[config.mk]
export PLATFORM = sky130hd
export DESIGN_NAME = div_unit_flat
export DESIGN_NICKNAME = d
export VERILOG_FILES = /design/src/rtl/div_unit_if.sv /design/src/rtl/div_unit.sv /design/src/flat_wrapper.sv
export SDC_FILE = /design/constraint.sdc
export NUM_CORES = 1
export LEC_CHECK = 0
export ABC_AREA = 1
export ABC_CLOCK_PERIOD_IN_PS = 4600
export CORE_MARGIN = 3
export CORE_UTILIZATION = 40
export DETAILED_ROUTE_END_ITERATION = 16
export SKIP_CTS_REPAIR_TIMING = 1
export SYNTH_ARGS = -nofsm -noshare
export SYNTH_HDL_FRONTEND = slang
export SYNTH_SLANG_ARGS = --single-unit
[constraint.sdc]
create_clock -name clk -period 4.6 [get_ports clk]
set_clock_uncertainty 0.2 [all_clocks]
set_input_delay 1.15 -clock clk [delete_from_list [all_inputs] [get_ports clk]]
set_output_delay 1.15 -clock clk [all_outputs]
set_load 0.02 [all_outputs]
[src/rtl/div_unit_if.sv]
// rtl/div_unit_if.sv - Request/response bundle between the execute stage and div_unit
//
// Purpose: groups the divider handshake so the pipeline and the unit share one port.
// Signals:
//   start  - request, qualified by flush and the unit's state
//   flush  - synchronous abort from the pipeline
//   a, b   - dividend (rs1) and divisor (rs2)
//   fn3    - 00 DIV, 01 DIVU, 10 REM, 11 REMU
//   busy   - unit is iterating (CALC or FIX)
//   done   - one-cycle completion pulse
//   result - quotient or remainder, held until the next completion
interface div_unit_if #(
  parameter int XLEN = 32
);
  logic            start;
  logic            flush;
  logic [XLEN-1:0] a;
  logic [XLEN-1:0] b;
  logic [1:0]      fn3;
  logic            busy;
  logic            done;
  logic [XLEN-1:0] result;

  modport master (
    output start, flush, a, b, fn3,
    input  busy, done, result
  );

  modport slave (
    input  start, flush, a, b, fn3,
    output busy, done, result
  );
endinterface

[src/rtl/div_unit.sv]
// rtl/div_unit.sv - Iterative RV32M radix-2 restoring divide/remainder unit
//
// Purpose: runs DIV/DIVU/REM/REMU over 32 iterations (plus a sign-fix cycle);
//          divide-by-zero and signed overflow complete in one cycle.
// Ports:
//   clk - rising-edge clock
//   rst - asynchronous, active-high reset
//   bus - div_unit_if slave: start/flush/a/b/fn3 in, busy/done/result out
module div_unit #(
  parameter int XLEN = 32
) (
  input  logic       clk,
  input  logic       rst,
  div_unit_if.slave  bus
);

  typedef enum logic [1:0] {
    IDLE = 2'd0,
    CALC = 2'd1,
    FIX  = 2'd2,
    DONE = 2'd3
  } state_t;

  localparam logic [XLEN-1:0] INT_MIN = {1'b1, {(XLEN-1){1'b0}}};

  state_t          state_q, state_d;
  logic [XLEN-1:0] rem_q, rem_d;
  logic [XLEN-1:0] quo_q, quo_d;
  logic [XLEN-1:0] dvsr_q, dvsr_d;
  logic [XLEN-1:0] result_q, result_d;
  logic [4:0]      cnt_q, cnt_d;
  logic            neg_quo_q, neg_quo_d;
  logic            neg_rem_q, neg_rem_d;
  logic            sel_rem_q, sel_rem_d;

  logic            is_signed;
  logic            a_neg;
  logic            b_neg;
  logic            b_zero;
  logic            sgn_ovf;
  logic            accept;
  logic [XLEN-1:0] a_mag;
  logic [XLEN-1:0] b_mag;
  logic [XLEN:0]   rem_sh;
  logic [XLEN:0]   trial;
  logic            borrow;
  logic [XLEN-1:0] quo_fix;
  logic [XLEN-1:0] rem_fix;

  // Operand decode, evaluated on the raw inputs in the accept cycle.
  assign is_signed = ~bus.fn3[0];
  assign a_neg     = is_signed & bus.a[XLEN-1];
  assign b_neg     = is_signed & bus.b[XLEN-1];
  assign b_zero    = (bus.b == '0);
  assign sgn_ovf   = is_signed & (bus.a == INT_MIN) & (bus.b == '1);
  assign a_mag     = a_neg ? (-bus.a) : bus.a;
  assign b_mag     = b_neg ? (-bus.b) : bus.b;
  assign accept    = ((state_q == IDLE) || (state_q == DONE)) && bus.start && !bus.flush;

  // quo_q starts out holding the dividend magnitude: each shift moves its MSB
  // into the partial remainder and frees the LSB for the new quotient bit.
  assign rem_sh = {rem_q, quo_q[XLEN-1]};
  assign trial  = rem_sh - {1'b0, dvsr_q};
  // rem_q < dvsr_q always holds, so rem_sh < 2*dvsr_q. A successful subtract
  // then leaves a value below dvsr_q (bit XLEN clear); a failed one wraps to
  // at least 2^(XLEN+1) - dvsr_q, which always has bit XLEN set.
  assign borrow = trial[XLEN];

  assign quo_fix = neg_quo_q ? (-quo_q) : quo_q;
  assign rem_fix = neg_rem_q ? (-rem_q) : rem_q;

  always_comb begin
    state_d   = state_q;
    rem_d     = rem_q;
    quo_d     = quo_q;
    dvsr_d    = dvsr_q;
    result_d  = result_q;
    cnt_d     = cnt_q;
    neg_quo_d = neg_quo_q;
    neg_rem_d = neg_rem_q;
    sel_rem_d = sel_rem_q;

    case (state_q)
      IDLE, DONE: begin
        state_d = IDLE;
        if (accept) begin
          if (b_zero) begin
            result_d = bus.fn3[1] ? bus.a : '1;
            state_d  = DONE;
          end else if (sgn_ovf) begin
            result_d = bus.fn3[1] ? '0 : INT_MIN;
            state_d  = DONE;
          end else begin
            rem_d     = '0;
            quo_d     = a_mag;
            dvsr_d    = b_mag;
            cnt_d     = 5'd0;
            neg_quo_d = a_neg ^ b_neg;
            neg_rem_d = a_neg;
            sel_rem_d = bus.fn3[1];
            state_d   = CALC;
          end
        end
      end
      CALC: begin
        rem_d = borrow ? rem_sh[XLEN-1:0] : trial[XLEN-1:0];
        quo_d = {quo_q[XLEN-2:0], ~borrow};
        cnt_d = cnt_q + 5'd1;
        if (cnt_q == 5'd31) begin
          state_d = FIX;
        end
      end
      FIX: begin
        result_d = sel_rem_q ? rem_fix : quo_fix;
        state_d  = DONE;
      end
      default: begin
        state_d = IDLE;
      end
    endcase

    // An aborted operation must leave the previously delivered result intact.
    if (bus.flush) begin
      state_d  = IDLE;
      result_d = result_q;
    end
  end

  always_ff @(posedge clk or posedge rst) begin
    if (rst) begin
      state_q   <= IDLE;
      rem_q     <= '0;
      quo_q     <= '0;
      dvsr_q    <= '0;
      result_q  <= '0;
      cnt_q     <= 5'd0;
      neg_quo_q <= 1'b0;
      neg_rem_q <= 1'b0;
      sel_rem_q <= 1'b0;
    end else begin
      state_q   <= state_d;
      rem_q     <= rem_d;
      quo_q     <= quo_d;
      dvsr_q    <= dvsr_d;
      result_q  <= result_d;
      cnt_q     <= cnt_d;
      neg_quo_q <= neg_quo_d;
      neg_rem_q <= neg_rem_d;
      sel_rem_q <= sel_rem_d;
    end
  end

  assign bus.busy   = (state_q == CALC) || (state_q == FIX);
  assign bus.done   = (state_q == DONE);
  assign bus.result = result_q;

endmodule

[src/flat_wrapper.sv]
// flat-port wrapper written by rule: the top's interface ports become plain ports
module div_unit_flat 
#(
  parameter int XLEN = 32
)
  (clk, rst, bus_start, bus_flush, bus_a, bus_b, bus_fn3, bus_busy, bus_done, bus_result);
  div_unit_if #(.XLEN(XLEN)) bus_i ();
  input  logic clk;
  input  logic rst;
  input wire logic [$bits(bus_i.start)-1:0] bus_start;
  input wire logic [$bits(bus_i.flush)-1:0] bus_flush;
  input wire logic [$bits(bus_i.a)-1:0] bus_a;
  input wire logic [$bits(bus_i.b)-1:0] bus_b;
  input wire logic [$bits(bus_i.fn3)-1:0] bus_fn3;
  output wire logic [$bits(bus_i.busy)-1:0] bus_busy;
  output wire logic [$bits(bus_i.done)-1:0] bus_done;
  output wire logic [$bits(bus_i.result)-1:0] bus_result;
  assign bus_i.start = bus_start;
  assign bus_i.flush = bus_flush;
  assign bus_i.a = bus_a;
  assign bus_i.b = bus_b;
  assign bus_i.fn3 = bus_fn3;
  assign bus_busy = bus_i.busy;
  assign bus_done = bus_i.done;
  assign bus_result = bus_i.result;
  div_unit #(.XLEN(XLEN)) u_core (.clk(clk), .rst(rst), .bus(bus_i));
endmodule
# == After elaboration in Yosys (flattened, before gate mapping) ==
# Index checks and enable logic that the tools add are counted.
# totals
reg_bits,138
latchBits,0
mem_bits_rw,0
romBits,0
in_bits,70
word_cells,79
n_memories,0
# classes
addsub,6
n_mul,0
n_div,0
n_lt_le_gt_ge,0
eq_ne,11
n_shift,0
n_mux,30
bitwise_logic,10
reduce_logical,13
# ops
operator,n
$mux 32,17
$pmux 32 s2,3
$neg 32->32,4
$eq 32x32->1 const B,2
$sub 33x32->33,1
$logic_not 32->1,1
$mux 5,3
$reduce_and 4->1,3
$mux 2,5
$pmux 5 s2,1
$pmux 2 s3,1
$add 5x1->5 const B,1
$eq 5x5->1 const B,1
$not 1->1,5
$and 1x1->1,4
$eq 2x2->1 const B,2
$ne 2x2->1 const B,2
$reduce_bool 2->1,2
$ne 3x1->1 const B,1
$ne 3x2->1 const B,1
$eq 2x1->1 const B,1
$logic_and 1x1->1,2
$logic_not 2->1,1
$logic_or 1x1->1,2
4 further kinds,4

# == Depth between registers and ports, before layout ==
# Gate-level depths: netlist (run 1).
# depth
word_depth,8
ltp_mapped,18

# == Worst setup path before layout (run 1) ==
# Ideal clock, no wire load.
# synth_path
kind,input to register
from,input port bus_a[1]
to,register u_core.quo_q[0]
setup_time_ns,0.117
arrival_ns,2.503
required_time_ns,4.283
path_slack_ns,1.780
stages,13
path_buffers,2
cell_sequence,inv_1 -> ha_1 -> nand3_1 -> nor2_1 -> nand2_1 -> nor2_1 -> nand4_1 -> nand3_2 -> inv_2 -> buf_6 -> buf_6 -> nand3_1 -> nand2_1
# synth_between
elab_chain_cells,5
# synth_lines
item,line_no,rtl
"start, declared",flat_wrapper.sv:12,input wire logic [$bits(bus_i.a)-1:0] bus_a;
$eq 32x32->1,div_unit.sv:55,assign sgn_ovf = is_signed & (bus.a == INT_MIN) & (bus.b == '1);
$and 1x1->1 (2 in series),div_unit.sv:55,
$ne 2x2->1 (no source line),-,
$reduce_and 4->1 (no source line),-,
"end signal, assigned",div_unit.sv:143,quo_q <= quo_d;
"end, declared",div_unit.sv:28,"logic [XLEN-1:0] quo_q, quo_d;"
# No other way between the ends.
# A chain may end at the register's enable or synchronous reset.

# == Worst setup path after layout (run 1) ==
# layout_path
from,register u_core.state_q[0]
to,output port bus_busy
# layout_between
elab_chain_cells,2
word_cells_on_any_way,3
# layout_lines
item,line_no,rtl
"start, declared",div_unit.sv:26,"state_t state_q, state_d;"
"start signal, assigned",div_unit.sv:141,state_q <= state_d;
$eq 2x1->1 or $eq 2x2->1 (tied branches),div_unit.sv:153,assign bus.busy = (state_q == CALC) || (state_q == FIX);
$logic_or 1x1->1 (*),div_unit.sv:153,
"end, declared",flat_wrapper.sv:15,output wire logic [$bits(bus_i.busy)-1:0] bus_busy;
# Every way passes the cells marked *; elsewhere a longest branch is shown, timed or not.

==> impl_metrics.json, run 1 <==
{
  "rows": 65,
  "power_density_mw_per_mm2": 512,
  "slew_headroom": 0.290,
  "crit_fanout": 6,
  "numCtsBuffers": 17,
  "port_buffers": 103,
  "most-common-layout-cells": "nand2_1, nand3_1, inv_1, nor2_1, o21ai_0",
  "grt_pass1_wl_microns": 75500,
  "yosys_most_used_dff": "dfrtp_1",
  "fin_crit_sh": 0.741,
  "nets": 2437,
  "drive_gt1_frac": 0.0402,
  "vias": 14700,
  "clk_latency_ps": 450,
  "rsz0062_at_grt": "false",
  "status": "complete, no violations",
  "ys_seq_area_frac": 0.261,
  "clock-root-buffer": "clkbuf_16",
  "fin_setup_tns_ps": 0,
  "area_delta_synth_final_pct": 15.2,
  "ys_async_sr_fraction": 1.00,
  "grt_max_degree": 68,
  "synth-edff-count": 0,
  "endpoint_kind": "primary output",
  "p_clk_frac": 0.200,
  "cts_tree": "built",
  "combinationalPowerShare": 0.549,
  "initialDrtViolationCount": 1540,
  "p_int_mw": 3.93,
  "antenna_found_initial": 0,
  "synth_cells": 2258,
  "fin_crit_ps": 3410,
  "initial_core_util": 0.412,
  "yosysUniqueCellTypes": 43,
  "fmax_mhz": 293,
  "groute.usage.overall": 0.270,
  "synth_nets": 2371,
  "path_class": "register to primary output",
  "setup_viol": 0,
  "wirelength_microns": 48000,
  "overflow": 0,
  "cp.required_ps": 3250,
  "ir_drop_uv": 424,
  "hold_viol": 0,
  "mappedNetlistArea_sq_mm": 0.0132,
  "utilization": 0.475,
  "route.antenna.remaining_nets": 0,
  "hpwl_microns": 37900,
  "core_area_sq_mm": 0.0320,
  "swShare": 0.496,
  "multi_input_area_sq_mm": 0.00829,
  "synth_warnings": 0,
  "cts_sinks": 138,
  "hold_path_class": "register to register",
  "num_io_pins": 104,
  "arrival_ps": 2060,
  "cap_violations": 0,
  "grt_pass1_vias": 13500,
  "route.detailed.drc": 0,
  "seqPwrFrac": 0.251,
  "cts_buffer_depth": 2,
  "synth_seq_cells": 138,
  "wl_per_cell_microns": 17.3,
  "cts-htree-levels": 4,
  "avgSynthCellArea_sq_um": 5.85,
  "p_sw_mw": 3.86,
  "fp.dieArea_sq_mm": 0.0352,
  "tightest_slew_ps": 1060,
  "drtPass1Iterations": 6,
  "place_congestion": 0.963,
  "final_common_cell": "nand2_1",
  "p_leak_nw": 8.10,
  "fillers": 3482,
  "cp-start-kind": "register",
  "die_x_microns": 188,
  "ff_latch_area_sq_mm": 0.00345,
  "clk_pin_slew_ps": 60,
  "antenna_cells": 0,
  "routed_via_density": 5.30,
  "slew_violations": 0,
  "die_y_microns": 188
}
==> per-stage QoR <==
stage / std cells / hold WS, ps / total power [mW] / worst slack, ps / cell area, sq um
final: 2771 / 277 / 7.79 / 1190 / 15200
after global routing: 2771 / 299 / 8.41 / 962 / 15200
after CTS: 2771 / 281 / 7.76 / 1170 / 15200
after detailed placement: 2740 / 265 / 6.16 / 795 / 14600
after global placement: 2740 / 267 / 6.12 / 837 / 14600
after floorplan: 2258 / 253 / 4.91 / 1530 / 13200
==> state kept, by name, indices dropped and copies added, names as in the netlist <==
signal,flops
u_core.bus.result,32
u_core.cnt_q,5
u_core.dvsr_q,32
u_core.neg_quo_q,1
u_core.neg_rem_q,1
u_core.quo_q,32
u_core.rem_q,32
u_core.sel_rem_q,1
u_core.state_q,2
==> area by class of cell <==
cell class / count / share of cell area
repair buffers: 118 / 0.0776
inverters: 292 / 0.0724
multi-input cells: 1757 / 0.545
well taps: 435 / 0.0358
clock buffers: 18 / 0.0289
flip-flops and latches: 138 / 0.227
clock inverters: 13 / 0.0132
==> cells in the mapped netlist, types with 4 or more instances <==
| master | n | share of area |
|---|---|---|
| o21ai_0 | 143 | 0.054 |
| ha_1 | 42 | 0.040 |
| o211ai_1 | 6 | 0.0034 |
| nor2_4 | 4 | 0.0034 |
| and2_1 | 4 | 0.0019 |
| nor2_2 | 5 | 0.0024 |
| a21oi_1 | 47 | 0.018 |
| nor2_1 | 213 | 0.061 |
| nor3_1 | 21 | 0.0080 |
| buf_6 | 5 | 0.0043 |
| nand3_1 | 292 | 0.11 |
| nand2_1 | 820 | 0.23 |
| buf_1 | 8 | 0.0023 |
| inv_2 | 7 | 0.0020 |
| nand4_1 | 32 | 0.015 |
| dfrtp_1 | 138 | 0.26 |
| clkbuf_1 | 31 | 0.0088 |
| nand3b_1 | 16 | 0.0091 |
| o21ai_1 | 11 | 0.0042 |
| o22ai_1 | 5 | 0.0024 |
| xnor2_1 | 13 | 0.0086 |
| buf_2 | 16 | 0.0061 |
| buf_4 | 11 | 0.0063 |
| xor2_1 | 39 | 0.026 |
| nand3_2 | 10 | 0.0076 |
| inv_1 | 281 | 0.080 |
| o21bai_1 | 5 | 0.0028 |
| nand2_2 | 9 | 0.0043 |
==> path summary, 6_finish.rpt <==
kind	start	endpoint	slack [ps]	depth (start not counted)
min reg2reg	u_core.bus.result[21]	u_core.bus.result[21]	280	2
min	u_core.bus.result[21]	u_core.bus.result[21]	280	2
max	u_core.state_q[0]	bus_busy	1190	4
max reg2reg	u_core.quo_q[31]	u_core.rem_q[31]	1280	17
max in group asynchronous	rst	u_core.dvsr_q[12]	2370	3
min in group asynchronous	rst	u_core.quo_q[28]	1040	2
==> critical path, cell delays in order (launching register included) <==
cell and delay (ps):
dfrtp_1 370, inv_1 70, ha_1 410, inv_2 150, clkdlybuf4s50_1 620
==> kinds of logic after synthesis <==
| logic type | after synthesis | synth area share |
|---|---|---|
| simple gates | 1434 | 0.461 |
| xor+xnor | 52 | 0.0345 |
| fa+ha+maj | 43 | 0.0413 |
| compound gates | 228 | 0.0914 |
| flops | 138 | 0.261 |
| buf+inv | 363 | 0.111 |
==> power groups by stage <==
stage	Clock, mW	Combinational, mW	Sequential [mW]
4_1_cts	1.58	4.23	1.95
5_1_grt	1.62	4.79	2.00
2_1_floorplan	0	2.95	1.96
3_3_place_gp	0	4.16	1.95
6_report	1.56	4.27	1.96
3_5_place_dp	0	4.20	1.96
==> per-layer routing <==
layer | GRT usage | vias to the layer above | share of wire
met3 | 0.0421 | 55 | 0.069
met2 | 0.402 | 501 | 0.43
met1 | 0.405 | 6830 | 0.48
met4 | 0.0713 | 0 | 0.022
li1 | - | 7306 | -
met5 | 0 | - | 0
No activity file was read; power rests on OpenSTA's default activity.
==> run 2, diff against run 1 <==
--- a/config.mk
+++ b/config.mk
@@ -6,7 +6,7 @@
 export NUM_CORES = 1
 export LEC_CHECK = 0
 export ABC_AREA = 1
-export ABC_CLOCK_PERIOD_IN_PS = 4600
+export ABC_CLOCK_PERIOD_IN_PS = 3400
 export CORE_MARGIN = 3
 export CORE_UTILIZATION = 40
 export DETAILED_ROUTE_END_ITERATION = 16
==> constraint.sdc (replaced) <==
create_clock -name clk -period 3.4 [get_ports clk]
set_clock_uncertainty 0.2 [all_clocks]
set_input_delay 0.85 -clock clk [delete_from_list [all_inputs] [get_ports clk]]
set_output_delay 0.85 -clock clk [all_outputs]
set_load 0.02 [all_outputs]
==> impl_metrics.json, run 2 (same netlist as run 1, synthesis figures left out) <==
{
  "status": "complete, no violations",
  "initial_core_util": 0.412,
  "slew_violations": 0,
  "path_class": "register to primary output",
  "crit_fanout": 6,
  "wl_per_cell_microns": 17.2,
  "max_stage_delay_ps": 620,
  "critPathTopFamily": "buffers and inverters",
  "die_x_microns": 188,
  "most-common-layout-cells": "nand2_1, nand3_1, inv_1, nor2_1, o21ai_0",
  "routed_via_density": 5.26,
  "power_density_mw_per_mm2": 674,
  "drive_gt1_frac": 0.0611,
  "setup_viol": 0,
  "hold_viol": 0,
  "wirelength_microns": 48700,
  "route.detailed.drc": 0,
  "hold_path_class": "register to register",
  "antenna_cells": 0,
  "drtPass1Iterations": 6,
  "fp.dieArea_sq_mm": 0.0352,
  "seqPwrFrac": 0.248,
  "initialDrtViolationCount": 1361,
  "final_common_cell": "nand2_1",
  "pre_cts_slack_ps": -88.7,
  "p_int_mw": 5.29,
  "globalRouteMet2Util": 0.416,
  "critical_path.cell_chain": "inv_1 -> ha_1 -> inv_2 -> clkdlybuf4s50_1",
  "route.antenna.remaining_nets": 0,
  "swShare": 0.497,
  "cp-start-kind": "register",
  "cp.required_ps": 2350,
  "clk_pin_slew_ps": 60,
  "endpoint_kind": "primary output",
  "cts_sinks": 138,
  "tightest_slew_ps": 850,
  "antenna_found_initial": 0,
  "rows": 65,
  "multi_input_area_sq_mm": 0.00829,
  "numCtsBuffers": 17,
  "worst_path_max_delay_cell": "clkdlybuf4s50_1",
  "fillers": 3438,
  "fin_setup_tns_ps": 0,
  "ff_latch_area_sq_mm": 0.00345,
  "groute.usage.overall": 0.279,
  "grt_pass1_vias": 14000,
  "cts-htree-levels": 4,
  "clk_latency_ps": 450,
  "num_io_pins": 104,
  "place_area_sq_mm": 0.0150,
  "fin_ws_ps": 297,
  "use_met3": 0.0475,
  "fmax_mhz": 322,
  "slew_headroom": 0.432,
  "busiest_layer": "met1",
  "p_leak_nw": 8.34,
  "fin_area_sq_mm": 0.0156,
  "clock-root-buffer": "clkbuf_16",
  "p_sw_mw": 5.22,
  "cap_violations": 0,
  "grt_pass1_wl_microns": 78400,
  "gr-usage-met1": 0.421,
  "cts_buffer_depth": 2,
  "ir_drop_uv": 740,
  "p_clk_frac": 0.190,
  "combinationalPowerShare": 0.562,
  "place_congestion": 0.942,
  "area_delta_synth_final_pct": 18.2,
  "vias": 14800,
  "nets": 2490,
  "overflow": 0,
  "rsz0062_at_grt": "false",
  "port_buffers": 103,
  "arrival_ps": 2050,
  "hpwl_microns": 38800,
  "fin_crit_ps": 3100,
  "core_area_sq_mm": 0.0320,
  "path_buf_inv": 3,
  "die_y_microns": 188,
  "cts_tree": "built",
  "grt_max_degree": 63,
  "fin_crit_sh": 0.913
}
-- run 2: changes by cell type in the layout (fill, tap and decap cells not counted), sizes merged --
cell      previous run  this run
clkinv              11         8
inv                287       288
bufinv               5         3
buf                 15        68
clkinvlp             2         4
clkbuf              18        20
-- run 2: area by class of cell --
| type | instances | share of cell area |
|---|---|---|
| flip-flops and latches | 138 | 0.221 |
| inverters | 292 | 0.0705 |
| multi-input cells | 1757 | 0.531 |
| clock inverters | 11 | 0.00930 |
| clock buffers | 20 | 0.0293 |
| well taps | 435 | 0.0349 |
| repair buffers | 171 | 0.104 |
-- run 2: metrics by stage --
step	hold WS (ps)	total power [mW]	instances	utilization
2_1_floorplan	253	6.64	2258	-
3_3_place_gp	265	8.44	2793	0.468
3_5_place_dp	266	8.49	2793	0.468
4_1_cts	283	10.5	2824	0.487
5_1_grt	303	11.5	2824	0.487
6_report	277	10.5	2824	0.487
-- run 2: path summary, 6_finish.rpt --
check	start	end	slack (ps)	depth (start not counted)
min in group asynchronous	rst	u_core.quo_q[24]	560	2
worst max-delay path	u_core.state_q[0]	bus_busy	300	4
max in group asynchronous	rst	u_core.bus.result[3]	1730	3
worst max register to register	u_core.quo_q[31]	u_core.rem_q[24]	410	16
worst min-delay path	u_core.bus.result[24]	u_core.bus.result[24]	280	2
worst min register to register	u_core.bus.result[24]	u_core.bus.result[24]	280	2
-- run 2: worst register-to-register path, stage by stage (launching register included) --
cell and delay, ps:
dfrtp_1 370, inv_1 110, ha_1 230, fa_1 410
inv_1 130, nand2_1 60, nand2_1 70, nand3_1 90
nand2_2 140, nand2_1 80, nand2_1 130, nand2_2 100
nand3_2 220, nand2_2 250, nand2_1 160, nand3_1 80
nand2_1 90
-- run 2: routing by layer --
metal	routed length, microns	vias to the layer above
met5	0	-
met4	820	0
met3	3280	49
met2	20800	453
met1	23800	6917
li1	-	7423
-- run 2: power groups by stage --
stage / registers (mW) / clock network [mW] / logic [mW]
finish: 2.61 / 2.00 / 5.91
global route: 2.68 / 2.09 / 6.69
CTS: 2.60 / 2.02 / 5.89
detailed placement: 2.63 / 0 / 5.86
global placement: 2.61 / 0 / 5.82
floorplan: 2.66 / 0 / 3.99
